`src/rtl/sobel_pkg.sv`:
```
// Shared types and constants for the sobel window feeder.
package sobel_pkg;

  localparam int unsigned PIX_W      = 4;
  localparam int unsigned WIN_SIZE   = 4;
  localparam int unsigned WIN_STRIDE = 2;

  typedef logic [PIX_W-1:0]  pixel_t;
  typedef pixel_t [3:0][3:0] window_t;

  typedef enum logic [2:0] {
    ST_IDLE,
    ST_FETCH,
    ST_WAIT_RD,
    ST_READY,
    ST_HANDOFF,
    ST_DONE
  } feeder_state_t;

endpackage

```
`src/rtl/sobel_window_addr_gen.sv`:
```
// Window position (r, c) and in-window fetch position (i, j) counters.
module sobel_window_addr_gen
  import sobel_pkg::*;
#(
  parameter int unsigned IMG_WIDTH  = 400,
  parameter int unsigned IMG_HEIGHT = 300,
  parameter int unsigned ADDR_BITS  = $clog2(IMG_WIDTH*IMG_HEIGHT)
) (
  input  logic                 clk,
  input  logic                 rst,
  input  logic                 init,
  input  logic                 adv_pixel,
  input  logic                 adv_window,
  output logic [1:0]           pix_i,
  output logic [1:0]           pix_j,
  output logic [ADDR_BITS-1:0] addr,
  output logic                 last_pixel,
  output logic                 last_window
);

  localparam int unsigned RW = $clog2(IMG_HEIGHT);
  localparam int unsigned CW = $clog2(IMG_WIDTH);
  localparam logic [CW-1:0] C_LAST = CW'(IMG_WIDTH - WIN_SIZE);
  localparam logic [RW-1:0] R_LAST = RW'(IMG_HEIGHT - WIN_SIZE);
  localparam logic [1:0]    J_HALF = 2'(WIN_STRIDE);

  logic [RW-1:0] r;
  logic [CW-1:0] c;

  // Steps need only the two new columns once c > 0, so j restarts at the stride.
  always_ff @(posedge clk or posedge rst) begin
    if (rst) begin
      r     <= '0;
      c     <= '0;
      pix_i <= '0;
      pix_j <= '0;
    end else if (init) begin
      r     <= '0;
      c     <= '0;
      pix_i <= '0;
      pix_j <= '0;
    end else if (adv_window) begin
      pix_i <= '0;
      if (c < C_LAST) begin
        c     <= c + CW'(WIN_STRIDE);
        pix_j <= J_HALF;
      end else begin
        c     <= '0;
        r     <= r + RW'(WIN_STRIDE);
        pix_j <= '0;
      end
    end else if (adv_pixel) begin
      if (pix_j == 2'd3) begin
        pix_i <= pix_i + 2'd1;
        pix_j <= (c == '0) ? 2'd0 : J_HALF;
      end else begin
        pix_j <= pix_j + 2'd1;
      end
    end
  end

  always_comb begin
    addr = (ADDR_BITS'(r) + ADDR_BITS'(pix_i)) * ADDR_BITS'(IMG_WIDTH)
         + ADDR_BITS'(c) + ADDR_BITS'(pix_j);
    last_pixel  = (pix_i == 2'd3) && (pix_j == 2'd3);
    last_window = (r == R_LAST) && (c == C_LAST);
  end

endmodule

```
`src/rtl/sobel_window_feeder.sv`:
```
// Streams 4x4 stride-2 windows from image memory to the sobel detector.
module sobel_window_feeder
  import sobel_pkg::*;
#(
  parameter int unsigned IMG_WIDTH  = 400,
  parameter int unsigned IMG_HEIGHT = 300,
  parameter int unsigned PIXEL_BITS = 4,
  parameter int unsigned ADDR_BITS  = $clog2(IMG_WIDTH*IMG_HEIGHT)
) (
  input  logic                             clk,
  input  logic                             rst,
  input  logic                             start,
  input  logic                             need_data,
  output logic                             bus_data_ready,
  output logic [3:0][3:0][PIXEL_BITS-1:0]  input_pixels,
  output logic [ADDR_BITS-1:0]             mem_addr,
  output logic                             mem_read,
  input  logic [PIXEL_BITS-1:0]            mem_rdata,
  input  logic                             mem_valid,
  output logic                             busy,
  output logic                             done
);

  feeder_state_t                   state;
  logic [3:0][3:0][PIXEL_BITS-1:0] work;
  logic                            req_pending;

  logic                 gen_init;
  logic                 gen_adv_pixel;
  logic                 gen_adv_window;
  logic [1:0]           pix_i;
  logic [1:0]           pix_j;
  logic [ADDR_BITS-1:0] gen_addr;
  logic                 last_pixel;
  logic                 last_window;

  sobel_window_addr_gen #(
    .IMG_WIDTH (IMG_WIDTH),
    .IMG_HEIGHT(IMG_HEIGHT),
    .ADDR_BITS (ADDR_BITS)
  ) u_addr_gen (
    .clk        (clk),
    .rst        (rst),
    .init       (gen_init),
    .adv_pixel  (gen_adv_pixel),
    .adv_window (gen_adv_window),
    .pix_i      (pix_i),
    .pix_j      (pix_j),
    .addr       (gen_addr),
    .last_pixel (last_pixel),
    .last_window(last_window)
  );

  // Counter strobes follow the FSM state directly.
  always_comb begin
    gen_init       = (state == ST_IDLE) && start;
    gen_adv_pixel  = (state == ST_WAIT_RD) && mem_valid;
    gen_adv_window = (state == ST_HANDOFF);
  end

  // A need_data seen while fetching is latched so it is served once on READY.
  always_ff @(posedge clk or posedge rst) begin
    if (rst) begin
      state          <= ST_IDLE;
      bus_data_ready <= 1'b0;
      mem_read       <= 1'b0;
      busy           <= 1'b0;
      done           <= 1'b0;
      input_pixels   <= '0;
      mem_addr       <= '0;
      work           <= '0;
      req_pending    <= 1'b0;
    end else begin
      bus_data_ready <= 1'b0;
      mem_read       <= 1'b0;
      done           <= 1'b0;
      case (state)
        ST_IDLE: begin
          if (start) begin
            busy        <= 1'b1;
            req_pending <= 1'b0;
            state       <= ST_FETCH;
          end
        end
        ST_FETCH: begin
          mem_read <= 1'b1;
          mem_addr <= gen_addr;
          if (need_data) req_pending <= 1'b1;
          state    <= ST_WAIT_RD;
        end
        ST_WAIT_RD: begin
          if (need_data) req_pending <= 1'b1;
          if (mem_valid) begin
            work[pix_i][pix_j] <= mem_rdata;
            state <= last_pixel ? ST_READY : ST_FETCH;
          end
        end
        ST_READY: begin
          if (need_data || req_pending) begin
            input_pixels   <= work;
            bus_data_ready <= 1'b1;
            req_pending    <= 1'b0;
            state          <= ST_HANDOFF;
          end
        end
        ST_HANDOFF: begin
          // Overlap reuse: right half slides left; it is fully rewritten on a row wrap.
          for (int unsigned k = 0; k < WIN_SIZE; k++) begin
            work[k][0] <= work[k][2];
            work[k][1] <= work[k][3];
          end
          if (last_window) begin
            busy  <= 1'b0;
            done  <= 1'b1;
            state <= ST_DONE;
          end else begin
            state <= ST_FETCH;
          end
        end
        ST_DONE: begin
          state <= ST_IDLE;
        end
        default: state <= ST_IDLE;
      endcase
    end
  end

endmodule

```
`config.mk`:
```
export PLATFORM = sky130hd
export DESIGN_NAME = sobel_window_feeder
export DESIGN_NICKNAME = d
export VERILOG_FILES = /design/src/rtl/sobel_pkg.sv /design/src/rtl/sobel_window_addr_gen.sv /design/src/rtl/sobel_window_feeder.sv
export SDC_FILE = /design/constraint.sdc
export NUM_CORES = 1
export LEC_CHECK = 0
export BUFFER_PORTS_ARGS = -buffer_cell sky130_fd_sc_hd__buf_2
export CAP_MARGIN = 40
export CORE_ASPECT_RATIO = 1.5
export CORE_MARGIN = 4
export CORE_UTILIZATION = 59
export DETAILED_ROUTE_END_ITERATION = 8
export GPL_ROUTABILITY_DRIVEN = 0
export PLACE_DENSITY = 0.8
export SYNTH_ARGS = -nofsm -noshare
export SYNTH_HDL_FRONTEND = slang
export SYNTH_SLANG_ARGS = --single-unit
```
`constraint.sdc`:
```
create_clock -name clk -period 7.8 [get_ports clk]
set_input_delay 1.56 -clock clk [delete_from_list [all_inputs] [get_ports clk]]
set_output_delay 1.56 -clock clk [all_outputs]
set_load 0.01 [all_outputs]
```
# After elaboration in Yosys (flattened, before gate mapping)
# Index checks and enable logic that the tools add are counted.
[totals]
input_bits = 9
ff_bits = 175
out_inout_bits = 85
[classes]
n_reduce_logical = 24
n_mux = 44
order_cmp = 5
multipliers = 1
addsub = 7
n_eq_ne = 14
[op_table]
columns = ["op", "n"]
rows = [
  ["64-bit bitwise mux", 1],
  ["8-bit one-hot mux with 2 select lines", 4],
  ["56-bit two-way mux", 1],
  ["9-bit two-way mux", 6],
  ["16-bit demux with 2-bit select", 1],
  ["2-bit two-way mux", 11],
  ["9-bit by 2-bit adder with 9-bit output, second input constant", 2],
  ["9-bit == test, second input constant", 2],
  ["17-bit by 2-bit adder with 17-bit output", 1],
  ["17-bit by 9-bit adder with 17-bit output", 1],
  ["17-bit by 5-bit multiplier with 13-bit output, second input constant", 1],
  ["16-bit two-way mux", 1],
  ["3-bit one-hot mux with 5 select lines", 1],
  ["3-bit two-way mux", 4],
  ["9-bit by 2-bit adder with 10-bit output", 1],
  ["1-bit two-way mux", 10],
  ["2-bit AND reduction", 5],
  ["9-bit logical NOT", 1],
  ["9-bit less-than comparator, second input constant", 1],
  ["3-bit nonzero test", 3],
  ["4-bit demux with 2-bit select", 1],
  ["2-bit != test, second input constant", 4],
  ["3-bit by 2-bit == test with 1-bit output, second input constant", 2],
  ["1-bit logical AND", 6],
  ["16 further kinds", 24],
]

# Depth between registers and ports, before layout
[depth]
word_depth = 9
depth_mapped = 16
mapped_depth_nobuf = 16

# Cells and area by module
# Synthesis repeated with hierarchy kept, for this count alone.
[hier_totals]
cells_unflattened = 669
area_unflattened_um2 = 8634.5
[modules_own_cells]
columns = ["module", "cells_each", "seq_area_each_um2", "area_per_inst_um2", "instances"]
rows = [
  ["sobel_window_feeder", 411, 3828.7, 6341.1, 1],
  ["sobel_window_addr_gen", 258, 500.5, 2293.4, 1],
]

# Worst setup path after synthesis
# OpenSTA, ideal clock, no wires.
[synth_path]
kind = "register to register"
start = "reg u_addr_gen.r[1]"
end = "reg mem_addr[16]"
synth_period_minus_slack_ps = 4113
n_path_buf = 0
stages_incl_launch_ff = 17
arrival_time_ps = 3982
required_ps = 7668
setup_time_ps = 132
setup_slack_ps = 3687
path_cell_list = "dfrtp_1 ha_1 nand3_1 nor2_1 xor2_1 ha_1 ha_1 inv_1 fa_1 inv_1 ha_1 or3b_1 o21ai_0 or4b_1 nor4b_4 o2111ai_1 or3b_1"
[synth_between]
elab_chain_cells = 4
[synth_lines]
columns = ["item", "line", "source"]
rows = [
  ["start: declaration", "sobel_window_addr_gen.sv:27", "logic [RW-1:0] r;"],
  ["start signal: assignment", "sobel_window_addr_gen.sv:49", "r <= r + RW'(WIN_STRIDE);"],
  ["9-bit by 2-bit adder with 10-bit output", "sobel_window_addr_gen.sv:63", "addr = (ADDR_BITS'(r) + ADDR_BITS'(pix_i)) * ADDR_BITS'(IMG_WIDTH)"],
  ["17-bit by 5-bit multiplier with 13-bit output", "sobel_window_addr_gen.sv:63", ""],
  ["17-bit by 9-bit adder with 17-bit output", "sobel_window_addr_gen.sv:64", "+ ADDR_BITS'(c) + ADDR_BITS'(pix_j);"],
  ["17-bit by 2-bit adder with 17-bit output", "sobel_window_addr_gen.sv:64", ""],
  ["end signal: assignment", "sobel_window_feeder.sv:87", "mem_addr <= gen_addr;"],
  ["end: declaration", "sobel_window_feeder.sv:16", "output logic [ADDR_BITS-1:0] mem_addr,"],
]
# No other way between the ends.
# A chain may end at the register's enable or synchronous reset.

# Worst setup path after layout
# Same ends and word-level chain as after synthesis.

==> flow_summary.yaml <==
global_routing:
  grt.overflow.total: 0
  gr-usage-met1: 0.2618
  top_usage_layer: "met2"
  antenna_found_initial: 0
  grt_pass1_vias: 6107
  grt_use_met3: 0.04074
  grt_max_degree: 93
  grt_util_met2: 0.4294
  grt_usage: 0.2300
  grt_pass1_wl_um: 30100
layout:
  fin_nets: 890
  postLayoutCellArea_um2: 9627
  final_common_cell: "dfrtp_1"
  drive_above_1_share: 0.2064
  area.growth.synth_to_final_pct: 14.77
  fin_cells: 1035
  final_cell_mix: "173 x dfrtp_1, 110 x nand2_1, 93 x buf_2"
  antenna_cells: 0
  num-fill-cells: 990
floorplanning:
  die_height_um: 154.0
  die_w_um: 105.4
  initial_core_util: 0.5995
  ios: 94
  rows: 53
  core_um2: 13990
  die_area_um2: 16230
clock_network:
  clkTransAtPathRegs_ns: 0.07
  cts.sinks: 173
  cts-hold-fix-buffers: 0
  post_cts_buffers: 0
  cts_made_buffers: 17
  clock_path_buffers: 2
  ctsResizeCount: 0
  tritoncts: "yes"
  root_buffer: "clkbuf_16"
  clk_latency_ns: 0.42
  h-tree-depth: 4
power:
  irDropWorstVdd_mv: 0.1254
  power_density_nw_per_um2: 257.8
  p_leak_nw: 5.204
  pwr-share-comb: 0.200
  switchingPower_w: 0.0007826
  seqPwrFrac: 0.467
  p_int_w: 0.001699
  clkPwrFrac: 0.333
  swShare: 0.3153
routing:
  drc: 0
  viasPerCell: 5.704
  drt_iter0_markers: 376
  routedWlPerCell_um: 17.38
  routed_wl_um: 17980
  firstDrtPassIters: 6
  ant_nets: 0
  vias: 5904
yosys:
  synth-seq-cells: 173
  ys_seq_area_frac: 0.5161
  syn_area_um2: 8388
  syn_inst: 745
  synth.distinct_cells: 57
  yosys_warnings: 0
  synth_edf_count: 0
  synth_ff_type: "dfrtp_1"
  syn_avg_cell_area_um2: 11.26
  synthArstFlopShare: 1.000
  synth_fp_nets: 805
setup_path:
  cp_max_fo: 6
  timing.rr.start: "u_addr_gen.r[1]"
  worstSetupEndpointType: "flop"
  crit_required_ns: 8.10
  crit_type: "flop to flop"
  arrival_ns: 4.87
  crit_start: "u_addr_gen.r[1]"
  critPathLaunchType: "flop"
timing:
  tns_ns: 0
  rsz0062_at_grt: "false"
  final_max_slew_viol_count: 0
  slew_headroom: 0.4306
  fmax_ghz: 0.2188
  tightest_slew_ns: 0.8540
  finalHoldViolCount: 0
  finalSetupViolCount: 0
  clock_skew_ns: 0.01276
  min_period_over_period: 0.5859
  min_period_ns: 4.570
hold_path:
  worstHoldPathType: "flop to flop"
  hp-start: "work[4]"
placement:
  hpwl_um: 12980
  dp_cells: 1003
  io_buffers: 93
  placed_area_um2: 9041
outcome:
  status: "finished clean"
job:
  max_cap_violations: 0
==> Yosys cell counts, types with 13 or more instances <==
cell / count / area, um^2
a21oi_1: 17 / 85.08
a22oi_1: 34 / 255.2
clkbuf_1: 24 / 90.09
dfrtp_1: 173 / 4329
ha_1: 46 / 575.6
inv_1: 32 / 120.1
mux2_1: 61 / 686.9
mux2_2: 36 / 405.4
nand2_1: 110 / 412.9
nor2_1: 47 / 176.4
o21ai_0: 23 / 115.1
xnor2_1: 23 / 201.4
xor2_1: 13 / 113.9
==> power by group through the flow <==
stage,clock network [W],registers [W],logic (W)
after global placement,0,0.00116,0.000472
after CTS,0.000836,0.00116,0.000503
after floorplan,0,0.00117,0.000308
after global routing,0.000884,0.00118,0.000549
after detailed placement,0,0.00117,0.000496
final,0.000826,0.00116,0.000497
==> critical path, stage by stage, from the launching register on <==
cell,delay [ns]
dfrtp_1,0.44
ha_1,0.26
nand3_1,0.19
nor2_1,0.16
xor2_1,0.26
ha_1,0.29
ha_1,0.28
inv_1,0.05
fa_1,0.53
inv_1,0.04
ha_1,0.35
or3b_1,0.21
o21ai_0,0.12
or4b_1,0.61
nor4b_4,0.18
o2111ai_1,0.10
or3b_1,0.36
==> logic make-up (layout without fill, tap and decap cells) <==
logic type,count (synthesis),count (layout),share of synthesized area
muxes,99,99,0.1326
buffers and inverters,65,163,0.03103
adders and majority gates,51,51,0.08055
and+or+nand+nor,221,221,0.1234
DFF,173,173,0.5161
AOI/OAI and AO/OA,100,100,0.07876
xor gates and xnor gates,36,36,0.03759
==> area by class of cell <==
class                      count  area, um^2  area share
sequential                   173        4329      0.4497
multi-input combinational    507        3816      0.3964
timing repair buffer          99       530.5     0.05511
clock buffer                  18       429.2     0.04458
tap                          192       240.2     0.02495
clock inverter                14       156.4     0.01625
inverter                      32       125.1     0.01300
==> registers in the layout, indices dropped and copies added, names as in the netlist, 2 cells and up <==
register / count
mem_addr: 17
work: 64
u_addr_gen.pix_i: 2
input_pixels: 64
state: 3
u_addr_gen.pix_j: 2
u_addr_gen.c: 8
u_addr_gen.r: 8
==> routing by layer <==
layer / up-vias / wire length, um
met2: 173 / 10050
li1: 2764 / -
met3: 34 / 765
met1: 2933 / 6803
met5: - / 0
met4: 0 / 361
==> per-stage QoR <==
stage | hold slack (ns) | setup slack (ns) | util | power [W]
5_1_grt | 0.5043 | 3.030 | 0.6880 | 0.002609
3_3_place_gp | 0.4553 | 3.517 | 0.6442 | 0.001632
4_1_cts | 0.4762 | 3.282 | 0.6880 | 0.002497
2_1_floorplan | 0.4388 | 1.552 | - | 0.001474
3_5_place_dp | 0.4562 | 3.297 | 0.6462 | 0.001669
6_report | 0.4742 | 3.230 | 0.6880 | 0.002482
==> worst paths after layout <==
check                                    end  slack [ns]  cells after the start
min in group asynchronous           mem_read        1.07                      2
worst max register to register  mem_addr[16]        3.23                     16
max in group asynchronous            work[0]        5.27                      4
worst max-delay path            mem_addr[16]        3.23                     16
worst min-delay path                 work[4]        0.47                      2
worst min register to register       work[4]        0.47                      2
Note: power is estimated with default switching activity, not from simulation.
